===== config.mk =====
export PLATFORM = sky130hd
export DESIGN_NAME = xcore_img_loader
export DESIGN_NICKNAME = d
export VERILOG_FILES = /design/src/rtl/xcore_img_loader.sv
export SDC_FILE = /design/constraint.sdc
export NUM_CORES = 1
export LEC_CHECK = 0
export ABC_AREA = 1
export BUFFER_PORTS_ARGS = -buffer_cell sky130_fd_sc_hd__buf_4
export CAP_MARGIN = 5
export CORE_MARGIN = 8
export CORE_UTILIZATION = 30
export DETAILED_ROUTE_END_ITERATION = 6
export GPL_TIMING_DRIVEN = 0
export SETUP_SLACK_MARGIN = 0.2
export SYNTH_ARGS = -nofsm -noshare
export SYNTH_HDL_FRONTEND = slang
export SYNTH_SLANG_ARGS = --single-unit

===== constraint.sdc =====
create_clock -name clk -period 6.25 [get_ports clk]
set_input_delay 0.3125 -clock clk [delete_from_list [all_inputs] [get_ports clk]]
set_output_delay 0.3125 -clock clk [all_outputs]
set_load 0.005 [all_outputs]

===== src/rtl/xcore_img_loader.sv =====
// Program-image loader: parses a framed byte stream (magic, base, word count,
// data, checksum), writes assembled little-endian words into RAM, and releases
// the core from reset only once the full image has been checksum-verified.
module xcore_img_loader #(
    parameter int unsigned RAM_AW   = 14,
    parameter logic [31:0] RAM_BASE = 32'h8000_0000
) (
    input  logic              clk,
    input  logic              rst,
    input  logic              s_valid,
    input  logic [7:0]        s_data,
    output logic              s_ready,
    input  logic              rearm,
    output logic              ram_we,
    output logic [RAM_AW-1:0] ram_addr,
    output logic [31:0]       ram_wdata,
    output logic              core_rst_n,
    output logic              done,
    output logic              err,
    output logic [1:0]        err_code
);

    typedef enum logic [2:0] {
        StIdle, StAddr, StLen, StData, StCsum, StDone, StErr
    } state_e;

    localparam logic [32:0] RamWords = 33'd1 << RAM_AW;
    localparam logic [7:0]  Magic    = 8'hA5;

    state_e            state_q, state_d;
    logic [31:0]       base_q, base_d;
    logic [15:0]       len_q, len_d;
    logic [1:0]        bcnt_q, bcnt_d;
    logic [15:0]       wcnt_q, wcnt_d;
    logic [7:0]        csum_q, csum_d;
    logic [31:0]       word_q, word_d;
    logic [RAM_AW-1:0] wbase_q, wbase_d;
    logic              we_q, we_d;
    logic [RAM_AW-1:0] addr_q, addr_d;
    logic [31:0]       wdata_q, wdata_d;
    logic [1:0]        code_q, code_d;

    logic        xfer;
    logic [15:0] n_full;
    logic [31:0] base_off;
    logic [32:0] end_w;
    logic        range_bad;

    assign s_ready = !rst && (state_q != StDone) && (state_q != StErr);
    assign xfer    = s_valid && s_ready;

    // Range check on the word count as it completes; 33 bits so nothing wraps.
    assign n_full    = {s_data, len_q[15:8]};
    assign base_off  = base_q - RAM_BASE;
    assign end_w     = {3'b000, base_off[31:2]} + {17'd0, n_full};
    assign range_bad = (base_q < RAM_BASE) || (end_w > RamWords);

    // Next-state: frame parsing, word assembly and checksum accumulation.
    always_comb begin
        state_d = state_q;
        base_d  = base_q;
        len_d   = len_q;
        bcnt_d  = bcnt_q;
        wcnt_d  = wcnt_q;
        csum_d  = csum_q;
        word_d  = word_q;
        wbase_d = wbase_q;
        we_d    = 1'b0;
        addr_d  = addr_q;
        wdata_d = wdata_q;
        code_d  = code_q;
        unique case (state_q)
            StIdle: begin
                if (xfer && s_data == Magic) state_d = StAddr;
            end
            StAddr: begin
                if (xfer) begin
                    base_d = {s_data, base_q[31:8]};
                    bcnt_d = bcnt_q + 2'd1;
                    if (bcnt_q == 2'd3) state_d = StLen;
                end
            end
            StLen: begin
                if (xfer) begin
                    len_d  = n_full;
                    bcnt_d = bcnt_q + 2'd1;
                    if (bcnt_q == 2'd1) begin
                        bcnt_d  = 2'd0;
                        wbase_d = base_off[RAM_AW+1:2];
                        // Misalignment takes priority over range.
                        if (base_q[1:0] != 2'b00) begin
                            state_d = StErr;
                            code_d  = 2'd1;
                        end else if (range_bad) begin
                            state_d = StErr;
                            code_d  = 2'd2;
                        end else if (n_full == 16'd0) begin
                            state_d = StCsum;
                        end else begin
                            state_d = StData;
                        end
                    end
                end
            end
            StData: begin
                if (xfer) begin
                    word_d = {s_data, word_q[31:8]};
                    csum_d = csum_q + s_data;
                    bcnt_d = bcnt_q + 2'd1;
                    if (bcnt_q == 2'd3) begin
                        we_d    = 1'b1;
                        addr_d  = wbase_q + RAM_AW'(wcnt_q);
                        wdata_d = {s_data, word_q[31:8]};
                        wcnt_d  = wcnt_q + 16'd1;
                        if (wcnt_q + 16'd1 == len_q) state_d = StCsum;
                    end
                end
            end
            StCsum: begin
                if (xfer) begin
                    if (s_data == csum_q) begin
                        state_d = StDone;
                    end else begin
                        state_d = StErr;
                        code_d  = 2'd3;
                    end
                end
            end
            StDone: begin
                if (rearm) state_d = StIdle;
            end
            StErr: begin
                if (rearm) begin
                    state_d = StIdle;
                    code_d  = 2'd0;
                end
            end
            default: state_d = StIdle;
        endcase
        // Every entry to IDLE starts the next frame from clean counters.
        if (state_d == StIdle) begin
            bcnt_d = 2'd0;
            wcnt_d = 16'd0;
            csum_d = 8'd0;
        end
    end

    // State and registered outputs, synchronous reset.
    always_ff @(posedge clk) begin
        if (rst) begin
            state_q <= StIdle;
            base_q  <= '0;
            len_q   <= '0;
            bcnt_q  <= '0;
            wcnt_q  <= '0;
            csum_q  <= '0;
            word_q  <= '0;
            wbase_q <= '0;
            we_q    <= 1'b0;
            addr_q  <= '0;
            wdata_q <= '0;
            code_q  <= '0;
        end else begin
            state_q <= state_d;
            base_q  <= base_d;
            len_q   <= len_d;
            bcnt_q  <= bcnt_d;
            wcnt_q  <= wcnt_d;
            csum_q  <= csum_d;
            word_q  <= word_d;
            wbase_q <= wbase_d;
            we_q    <= we_d;
            addr_q  <= addr_d;
            wdata_q <= wdata_d;
            code_q  <= code_d;
        end
    end

    assign ram_we     = we_q;
    assign ram_addr   = addr_q;
    assign ram_wdata  = wdata_q;
    assign done       = (state_q == StDone);
    assign core_rst_n = (state_q == StDone);
    assign err        = (state_q == StErr);
    assign err_code   = code_q;

endmodule


After elaboration in Yosys (flattened, before gate mapping)
Cells that the tools add are included.
{ "totals": {"input_bits": 12, "out_inout_bits": 53, "regBits": 172} }
{ "op_classes": {"bitwise": 2, "mux": 28, "order_cmp": 2, "n_reduce_logical": 23, "n_eq_ne": 20, "addsub": 6} }
{ "ops": {"columns": ["op", "count"], "rows": [
  ["$mux 3", 13],
  ["$lt 32x32->1 const B", 1],
  ["$sub 32x32->32 const B", 1],
  ["$add 30x16->31", 1],
  ["$gt 31x15->1 const B", 1],
  ["$mux 2", 11],
  ["$pmux 3 s6", 1],
  ["$add 16x1->16 const B", 1],
  ["$eq 16x16->1", 1],
  ["$logic_not 16->1", 1],
  ["$add 14x14->14", 1],
  ["$ne 2x2->1 const B", 5],
  ["$eq 3x3->1 const B", 3],
  ["$ne 3x3->1 const B", 3],
  ["$reduce_and 3->1", 3],
  ["$add 8x8->8", 1],
  ["$eq 8x8->1", 1],
  ["$eq 8x8->1 const B", 1],
  ["$reduce_and 7->1", 1],
  ["$eq 3x2->1 const B", 2],
  ["$logic_not 3->1", 2],
  ["$pmux 2 s3", 1],
  ["$reduce_and 2->1", 3],
  ["$reduce_or 2->1", 3],
  ["other kinds (14)", 19]
]} }

Depth between registers and ports, before layout
Gate-level depths: netlist (run 1).
{ "logic_depth": {"depth_word": 11, "mapped_depth": 23, "ltp_nobuf": 22} }

Least setup slack after synthesis (run 1)
No wires, ideal clock.
{ "synth_path": {"path_kind": "register to register", "startpoint": "register len_q[8]", "endpoint": "register wcnt_q[1]", "n_path_buf": 1, "setup_time_ns": 0.119, "path_stages_with_launch": 19, "setup_slack_ns": 3.613, "arrival_time_ns": 2.518, "required_time_ns": 6.131, "path_cell_list": "dfxtp_1 > ha_1 > fa_1 > or2_2 > nor2_1 > nand3_1 > nor2_1 > nand3_1 > nor2_1 > nand3_1 > nand2_1 > nand2_1 > nor2_2 > nand3_1 > a21oi_2 > nand2_2 > nand2_4 > buf_6 > nor2_2"} }
{ "synth_between": {"elab_chain_len": 10, "word_cells_on_any_way": 16} }
{ "synth_lines": {"columns": ["item", "line", "source"], "rows": [
  ["start, declared", "32", "logic [15:0] len_q, len_d;"],
  ["start signal, assigned", "166", "len_q <= len_d;"],
  ["$add 30x16->31", "55", "assign end_w = {3'b000, base_off[31:2]} + {17'd0, n_full};"],
  ["$gt 31x15->1", "56", "assign range_bad = (base_q < RAM_BASE) || (end_w > RamWords);"],
  ["$logic_or 1x1->1", "56", null],
  ["$mux 3", "94", "end else if (range_bad) begin"],
  ["$mux 3", "91", "if (base_q[1:0] != 2'b00) begin"],
  ["$mux 3", "87", "if (bcnt_q == 2'd1) begin"],
  ["$mux 3", "84", "if (xfer) begin"],
  ["$pmux 3 s6 *", "72", "unique case (state_q)"],
  ["$logic_not 3->1 *", "141", "if (state_d == StIdle) begin"],
  ["$reduce_or 2->1 (no line) *", null, null],
  ["end signal, assigned", "168", "wcnt_q <= wcnt_d;"],
  ["end, declared", "34", "logic [15:0] wcnt_q, wcnt_d;"]
]} }
Mark *: on every way between the ends. The rest lies on a longest branch, timed or not.
A chain may end at the register's enable or synchronous reset.

Worst setup path in the final report (run 1)
{ "layout_path": {"startpoint": "register base_q[2]", "endpoint": "register wcnt_q[1]"} }
{ "layout_between": {"elab_chain_len": 11, "word_cells_on_any_way": 12} }
{ "layout_lines": {"columns": ["item", "line", "source"], "rows": [
  ["start, declared", "31", "logic [31:0] base_q, base_d;"],
  ["start signal, assigned", "165", "base_q <= base_d;"],
  ["$sub 32x32->32", "54", "assign base_off = base_q - RAM_BASE;"],
  ["$add 30x16->31", "55", null],
  ["$gt 31x15->1", "56", null],
  ["$logic_or 1x1->1 *", "56", null],
  ["$mux 3 *", "94", null],
  ["$mux 3 *", "91", null],
  ["$mux 3 *", "87", null],
  ["$mux 3 *", "84", null],
  ["$pmux 3 s6 *", "72", null],
  ["$logic_not 3->1 *", "141", null],
  ["$reduce_or 2->1 (no line) *", null, null]
]} }
Marks and branches as above.

==> metrics.cfg, run 1 <==
[placed_design]
portBuffers = 64
pre_cts_ws_ns = 2.90
place_congestion = 0.901
dp_hpwl_mm = 22.5
place_area_um2 = 10200

[yosys]
synth_top_area_cell = dfxtp_1
synth_top_area_share = 0.358
yosys_register_bits = 164
syn_avg_cell_area_um2 = 6.61
netlist_area_um2 = 9180
syn_inst = 1388
synth_edf_count = 0
synth_common_cells = nand2_1, nor2_1, dfxtp_1
yosysWarnings = 0
yosysSeqAreaShare = 0.358
syn_nets = 1440
synth.most_common_cell = nand2_1
ys_top_cells_by_area = dfxtp_1, nand2_1, nor2_1
synth_cell_types = 51
synth_flop_cell = dfxtp_1
synthArstFlopShare = 0

[critical_path]
critPathArrivalTime_ns = 3.68
critPathMaxFanout = 10
critPathLaunch = base_q[2]
endpoint_kind = register
start_kind = register
critical_path_class = register to register
critPathRequiredTime_ns = 6.58
r2r_start = base_q[2]

[clocking]
htreeDepth = 4
cts_hold_buf = 0
cts_post_setup_buffers_inserted = 0
cts_buffers = 17
tritoncts = done
clk_pin_slew_worst_paths_ns = 0.07
cts-root-buf = clkbuf_16
ctsResizeCount = 0
clkSinkCount = 164
clkLatencyLatePin_ns = 0.44
clk_path_buf_depth = 2

[final_layout]
finish.instance_area_um2 = 10700
n_antenna_cell = 0
fillers = 3230
regArea_um2 = 3280
nNetsFinal = 1523
multi_input_area_um2 = 5050
syn2layout_area_growth_pct = 17.0
drive_above_1_share = 0.0977
fin_util = 0.354

[sta]
grt_setup_unrepaired = no
setup_violations = 0
fin_crit_sh = 0.537
setup_slack_ns = 2.90
setup_tns_ns = 0
worstMarginPinSlew_ns = 0.801
fin_worst_skew_ns = 0.00874
maxSlewViolCount = 0
post-route-min-period_ns = 3.35
hold_viol_final = 0
fmax_mhz = 298
slew_headroom = 0.466

[floorplan]
ios = 65
initial_core_util = 0.302
die_w_um = 191
core_um2 = 30300
die_area_um2 = 36400
die_h_um = 191
std_cell_rows = 64

[global_route]
antenna_found_initial = 0
track_usage = 0.158
grt_max_degree = 19
grt_pass1_vias = 8542
grt_pass1_wl_mm = 46.2
overflow = 0

[power]
swShare = 0.259
p_seq_frac = 0.484
p_clk_frac = 0.483
share_comb_of_total_power = 0.033
finalPower_mw = 2.16
switching_power_mw = 0.558
power.density_nw_per_um2 = 201
leakage_nw = 4.86
p_int_mw = 1.60
irDropWorstVdd_v = 0.000188

[drt]
route.top_layer_used = met4
wl_mm = 28.7
vias_per_cell = 4.84
wl_met1_mm = 13.6
ant_nets = 0
drc = 0
wl_met3_mm = 1.18
first_pass_iters = 5
vias = 9105
wire_per_inst_um = 15.3
dr_wl_met2_mm = 13.0
initialDrtViolationCount = 712

[min_path]
hold_class = input pin to register
worstHoldStart = s_data[6]

[run]
maxCapViolations = 0

[outcome]
status = completed

## registers in the layout (all words and copies together), names as in the netlist, 3 cells and up
name and cells:
base_q 32, word_q 24, ram_addr 14, len_q 16, ram_wdata 32, csum_q 8
state_q 3, wcnt_q 16, wbase_q 14
## cells by family after synthesis
| family | share of synthesized area |
|---|---|
| flip-flops | 0.358 |
| XOR/XNOR | 0.0319 |
| adder cells (fa/ha/maj) | 0.0570 |
| AO/OA/AOI/OAI | 0.155 |
| buffers and inverters | 0.0915 |
| AND/OR/NAND/NOR | 0.306 |
## layout make-up
type                    count  area share
well taps                 396      0.0462
clock buffers              17      0.0396
multi-input cells        1009       0.471
plain buffers              49      0.0202
clock inverters            15      0.0146
repair buffers             64      0.0448
flip-flops and latches    164       0.306
inverters                 166      0.0581
## critical path, cell delays in order, from the launching register on
cell     delay (ns)
dfxtp_1        0.40
ha_1           0.26
fa_1           0.42
or2_2          0.28
nor2_1         0.14
nand3_1        0.09
nor2_1         0.11
nand3_1        0.10
nor2_1         0.12
nand3_1        0.15
a21oi_1        0.27
nand4_1        0.14
nand2_1        0.11
nand2_1        0.06
nor2_2         0.10
nand2_2        0.07
nand2_4        0.14
buf_6          0.23
nor2_2         0.04
## cell usage in the layout, fill, tap and decap left out, types with 3 or more instances in the layout
| master | synthesis | final |
|---|---|---|
| nand3_1 | 68 | 68 |
| o21ai_0 | 139 | 139 |
| or2_2 | 3 | 3 |
| ha_1 | 37 | 37 |
| a211oi_1 | 12 | 12 |
| clkbuf_16 | 0 | 17 |
| dfxtp_1 | 164 | 164 |
| inv_1 | 161 | 161 |
| o21ai_1 | 3 | 3 |
| nand2_2 | 3 | 3 |
| nor3_1 | 12 | 12 |
| nor2_2 | 19 | 19 |
| nor4_1 | 8 | 8 |
| inv_8 | 0 | 5 |
| nand3b_1 | 4 | 4 |
| xor2_1 | 24 | 24 |
| clkbuf_1 | 37 | 37 |
| a21oi_1 | 96 | 96 |
| xnor2_1 | 5 | 5 |
| nor2_1 | 233 | 233 |
| inv_6 | 0 | 5 |
| nand4_1 | 15 | 15 |
| inv_2 | 4 | 4 |
| buf_4 | 4 | 68 |
| nand2_1 | 294 | 294 |
| buf_1 | 4 | 4 |
| fa_1 | 3 | 3 |
## final timing paths
kind,to,slack (ns),cells after the start
setup reg to reg,wcnt_q[1],2.90,18
setup / recovery,wcnt_q[1],2.90,18
hold / removal,word_q[30],0.22,3
hold reg to reg,word_q[14],0.47,2
## metrics by stage
stage / hold WS (ns) / instances
floorplan: 0.441 / 1388
global placement: 0.452 / 1848
detailed placement: 0.456 / 1848
CTS: 0.207 / 1880
global route: 0.234 / 1880
finish: 0.218 / 1880
## routing by layer
layer | GRT usage | vias up
li1 | - | 4654
met1 | 0.207 | 4183
met2 | 0.260 | 215
met3 | 0.0201 | 53
met4 | 0.0615 | 0
met5 | 0 | -
## power by group through the flow
| stage | logic (mW) | clock network, mW | registers, mW |
|---|---|---|---|
| finish | 0.0711 | 1.04 | 1.04 |
| global route | 0.0771 | 1.09 | 1.04 |
| CTS | 0.0704 | 1.05 | 1.04 |
| detailed placement | 0.0703 | 0 | 1.07 |
| global placement | 0.0700 | 0 | 1.07 |
| floorplan | 0.0368 | 0 | 1.07 |
(Power assumes the default switching activity.)
==> run 2: changes to the inputs <==
--- a/config.mk
+++ b/config.mk
@@ -5,7 +5,7 @@
 export SDC_FILE = /design/constraint.sdc
 export NUM_CORES = 1
 export LEC_CHECK = 0
-export ABC_AREA = 1
+export ABC_AREA = 0
 export BUFFER_PORTS_ARGS = -buffer_cell sky130_fd_sc_hd__buf_4
 export CAP_MARGIN = 5
 export CORE_MARGIN = 8
==> constraint.sdc (replaced) <==
create_clock -name clk -period 3.3 [get_ports clk]
set_input_delay 0.165 -clock clk [delete_from_list [all_inputs] [get_ports clk]]
set_output_delay 0.165 -clock clk [all_outputs]
set_load 0.005 [all_outputs]
==> metrics.cfg, run 2 <==
[critical_path]
critPathRequiredTime_ns = 3.62
endpoint_kind = register
critPathArrivalTime_ns = 3.73
critical_path_class = register to register
start_kind = register
critPathMaxFanout = 7

[run]
maxCapViolations = 0

[yosys]
syn_inst = 1172
synth_cell_types = 68
yosys_register_bits = 164
yosysSeqAreaShare = 0.373
synth_top_area_share = 0.373
synth.most_common_cell = nand2_1
synth_common_cells = nand2_1, a21oi_1, dfxtp_1
netlist_area_um2 = 8800
synth_top_area_cell = dfxtp_1
synth_edf_count = 0
yosysWarnings = 0
ys_top_cells_by_area = dfxtp_1, nand2_1, a21oi_1
syn_nets = 1224
synth_flop_cell = dfxtp_1
syn_avg_cell_area_um2 = 7.51
synthArstFlopShare = 0

[sta]
slew_headroom = 0.501
worstMarginPinSlew_ns = 0.749
fmax_mhz = 293
fin_crit_sh = 1.03
holdWs_ns = 0.0729
fin_worst_skew_ns = 0.00756
setup_slack_ns = -0.111
setup_violations = 24
hold_viol_final = 0
post-route-min-period_ns = 3.41
maxSlewViolCount = 0
grt_setup_unrepaired = yes

[floorplan]
die_h_um = 187
ios = 65
std_cell_rows = 62
core_um2 = 28800
initial_core_util = 0.306
die_area_um2 = 35100
die_w_um = 187

[final_layout]
nNetsFinal = 1323
drive_above_1_share = 0.138
syn2layout_area_growth_pct = 21.8
final_cells = 1666
multi_input_area_um2 = 5310
mostFrequentLayoutCell = nand2_1
most-common-layout-cells = nand2_1, a21oi_1, dfxtp_1
regArea_um2 = 3300
fillers = 3034
n_antenna_cell = 0
finish.instance_area_um2 = 10700

[power]
p_int_mw = 3.13
leakage_nw = 3.78
power.density_nw_per_um2 = 377
swShare = 0.223
p_clk_frac = 0.476
p_seq_frac = 0.490
irDropWorstVdd_v = 0.000335
share_comb_of_total_power = 0.034
switching_power_mw = 0.901

[global_route]
grt_pass1_vias = 7855
track_usage = 0.150
grt_max_degree = 17
grt_pass1_wl_mm = 43.0
overflow = 0
antenna_found_initial = 0

[clocking]
clkSinkCount = 164
clk_path_buf_depth = 2
cts_hold_buf = 0
clkLatencyLatePin_ns = 0.42
tritoncts = done
cts_buffers = 17
cts-root-buf = clkbuf_16
htreeDepth = 4
clk_pin_slew_worst_paths_ns = 0.06

[placed_design]
place_area_um2 = 9780
place_inst = 1620
place_congestion = 0.848
dp_hpwl_mm = 20.0
portBuffers = 64

[min_path]
hold_class = input pin to register

[outcome]
violations = negative setup slack
status = finished with violations

[drt]
wire_per_inst_um = 16.2
drc = 0
wl_mm = 27.1
vias_per_cell = 5.06
vias = 8434
first_pass_iters = 5
initialDrtViolationCount = 719
ant_nets = 0

==> run 2: through the flow <==
| stage | TNS (ns) | power (mW) | setup WS, ns | util |
|---|---|---|---|---|
| after global routing | -5.11 | 4.17 | -0.216 | 0.372 |
| after global placement | -32.82 | 2.15 | -0.641 | 0.340 |
| after detailed placement | -36.45 | 2.15 | -0.696 | 0.340 |
| final | -2.23 | 4.04 | -0.111 | 0.372 |
| after CTS | -2.94 | 4.05 | -0.123 | 0.364 |
| after floorplan | 0 | 2.09 | 0.131 | - |
==> run 2: kinds of logic (layout without fill, tap and decap cells) <==
logic type	Yosys count	after routing	synth area share
compound gates	295	295	0.201
xor+xnor	64	64	0.0637
fa+ha+maj	40	40	0.0594
buf+inv	103	213	0.0481
flops	164	164	0.373
mux	3	3	0.00355
simple gates	503	503	0.251
==> run 2: final cells by class <==
| class | instances | area share |
|---|---|---|
| Clock buffer | 20 | 0.0417 |
| Buffer | 73 | 0.0304 |
| Inverter | 30 | 0.0105 |
| Timing Repair Buffer | 80 | 0.0592 |
| Sequential cell | 164 | 0.308 |
| Tap cell | 384 | 0.0448 |
| Multi-Input combinational cell | 905 | 0.495 |
| Clock inverter | 10 | 0.0103 |
==> run 2: critical path: stages, from the launching register on <==
cell and delay (ns):
dfxtp_1 0.42, ha_1 0.44, nand2_1 0.12, o21bai_4 0.24
a211oi_4 0.12, o21a_2 0.24, o21a_1 0.17, or4_4 0.54
nor4_4 0.35, a22oi_2 0.13, o21ai_4 0.18, buf_12 0.15
clkbuf_16 0.15, nor2_1 0.04
==> run 2: power groups by stage <==
stage | Clock, mW | Combinational [mW] | Sequential (mW)
finish | 1.92 | 0.136 | 1.98
global route | 2.05 | 0.146 | 1.98
CTS | 1.94 | 0.133 | 1.98
detailed placement | 0 | 0.130 | 2.02
global placement | 0 | 0.128 | 2.02
floorplan | 0 | 0.0670 | 2.02
==> run 2: final timing paths <==
path	slack (ns)	start	cells past startpoint	to
setup / recovery	-0.11	len_q[11]	13	wcnt_q[0]
setup reg to reg	-0.11	len_q[11]	13	wcnt_q[0]
hold / removal	0.07	s_data[3]	3	ram_wdata[27]
hold reg to reg	0.45	ram_addr[5]	2	ram_addr[5]
==> run 2: per-layer routing <==
layer | vias to the layer above | part of all wire | GRT usage
met4 | 0 | 0.011 | 0.0272
met5 | - | 0 | 0
li1 | 4223 | - | -
met1 | 3978 | 0.47 | 0.202
met3 | 14 | 0.058 | 0.0291
met2 | 219 | 0.46 | 0.246
==> run 2: timing repair <==
action,in CTS,in global routing
pin swaps,7,16
gates cloned,0,2
resized for setup,22,42
endpoints found under the setup margin,78,46
buffers inserted,8,6
==> run 3: changes to the inputs <==
--- a/config.mk
+++ b/config.mk
@@ -6,12 +6,14 @@
 export NUM_CORES = 1
 export LEC_CHECK = 0
 export ABC_AREA = 0
-export BUFFER_PORTS_ARGS = -buffer_cell sky130_fd_sc_hd__buf_4
 export CAP_MARGIN = 5
 export CORE_MARGIN = 8
 export CORE_UTILIZATION = 30
 export DETAILED_ROUTE_END_ITERATION = 6
+export DONT_BUFFER_PORTS = 1
 export GPL_TIMING_DRIVEN = 0
+export HOLD_SLACK_MARGIN = 0.12
+export RECOVER_POWER = 25
 export SETUP_SLACK_MARGIN = 0.2
 export SYNTH_ARGS = -nofsm -noshare
 export SYNTH_HDL_FRONTEND = slang
==> metrics.cfg, run 3 (same netlist as run 2, synthesis figures left out) <==
[sta]
slew_headroom = 0.517
post-route-min-period_ns = 3.36
setup_slack_ns = -0.0628
fmax_mhz = 297
setup_violations = 26
maxSlewViolCount = 0
worstMarginPinSlew_ns = 0.724
holdWs_ns = 0.153
hold_viol_final = 0
grt_setup_unrepaired = yes
fin_worst_skew_ns = 0.0109
fin_crit_sh = 1.02

[critical_path]
critPathArrivalTime_ns = 3.68
critPathRequiredTime_ns = 3.61
critPathMaxFanout = 5
critical_path_class = register to register
start_kind = register
endpoint_kind = register

[clocking]
clkSinkCount = 164
cts-root-buf = clkbuf_16
clk_path_buf_depth = 2
htreeDepth = 4
cts_buffers = 17
clkLatencyLatePin_ns = 0.43
clk_pin_slew_worst_paths_ns = 0.06
tritoncts = done

[placed_design]
portBuffers = 0
dp_hpwl_mm = 19.8
pre_cts_ws_ns = -0.705
place_congestion = 0.821
place_area_um2 = 9300

[final_layout]
most-common-layout-cells = nand2_1, a21oi_1, dfxtp_1
drive_above_1_share = 0.101
nNetsFinal = 1267
regArea_um2 = 3300
fin_util = 0.361
n_antenna_cell = 0
fillers = 2994
syn2layout_area_growth_pct = 18.0
multi_input_area_um2 = 5330
mostFrequentLayoutCell = nand2_1
finish.instance_area_um2 = 10400

[floorplan]
core_um2 = 28800
initial_core_util = 0.306
die_h_um = 187
ios = 65
die_area_um2 = 35100
std_cell_rows = 62
die_w_um = 187

[drt]
wl_mm = 27.5
vias_per_cell = 5.12
first_pass_iters = 5
initialDrtViolationCount = 681
vias = 8255
drc = 0
wire_per_inst_um = 17.1
ant_nets = 0

[global_route]
antenna_found_initial = 0
grt_pass1_wl_mm = 43.0
overflow = 0
grt_max_degree = 17
grt_pass1_vias = 7703
track_usage = 0.153

[power]
leakage_nw = 3.48
power.density_nw_per_um2 = 396
irDropWorstVdd_v = 0.000336

[outcome]
status = finished with violations
violations = negative setup slack

[min_path]
hold_class = input pin to register

[run]
maxCapViolations = 0

==> run 3: changes by cell type in the layout (fill, tap and decap cells not counted), sizes merged <==
cell / change
clkinv: +2
clkinvlp: -2
dlygate4sd3: +8
inv: +1
clkbuf: +2
buf: -65
==> run 3: path summary, 6_finish.rpt <==
| path | from | end | slack [ns] | cells past startpoint |
|---|---|---|---|---|
| worst max-delay path | len_q[8] | wcnt_q[4] | -0.06 | 14 |
| worst min-delay path | rearm | state_q[2] | 0.15 | 3 |
| worst max register to register | len_q[8] | wcnt_q[4] | -0.06 | 14 |
| worst min register to register | word_q[12] | ram_wdata[4] | 0.46 | 2 |
==> run 3: per-layer routing <==
layer	vias up	track usage	wire, µm	share of wire
met5	-	0	0	0
met4	0	0.0461	500	0.018
met3	31	0.0427	1570	0.057
met2	197	0.248	13000	0.47
met1	3892	0.193	12500	0.45
li1	4135	-	-	-
==> run 3: critical path, cell delays in order, from the launching register on <==
cell       delay [ns]
dfxtp_4          0.36
ha_4             0.17
fa_2             0.36
a21oi_2          0.19
o21bai_4         0.10
a211oi_4         0.32
o21a_2           0.23
nor3_2           0.04
or4_4            0.53
nor4_4           0.33
a22oi_2          0.13
o21ai_4          0.17
buf_6            0.14
clkbuf_16        0.14
nor2_1           0.04
==> run 3: cell type report <==
class                   count  area share
multi-input cells         905       0.514
flip-flops and latches    164       0.318
well taps                 384      0.0463
clock buffers              21      0.0453
plain buffers              73      0.0317
repair buffers             24      0.0224
clock inverters            11      0.0121
inverters                  30      0.0108
==> run 3: metrics by stage <==
step / setup TNS, ns / total power [mW] / instances
global placement: -30.26 / 2.12 / 1556
detailed placement: -33.16 / 2.12 / 1556
floorplan: 0 / 2.09 / 1172
finish: -1.27 / 4.11 / 1612
CTS: -1.21 / 4.14 / 1607
global route: -4.79 / 4.24 / 1612
==> run 3: timing repair <==
item | CTS | global route
setup buffers | 10 | 4
endpoints found under the hold margin | 32 | 0
resized for setup | 43 | 33
pin swaps | 21 | 13
gates cloned | 1 | 1
setup endpoints to repair | 78 | 47
hold buffers | 8 | 0
==> run 3: where the power goes <==
group	internal (mW)	total [mW]	leakage, nW	switching [mW]
Sequential	1.98	1.98	1.33	0.0000432
Clock	1.18	2.01	0.289	0.831
Combinational	0.0351	0.124	1.87	0.0888
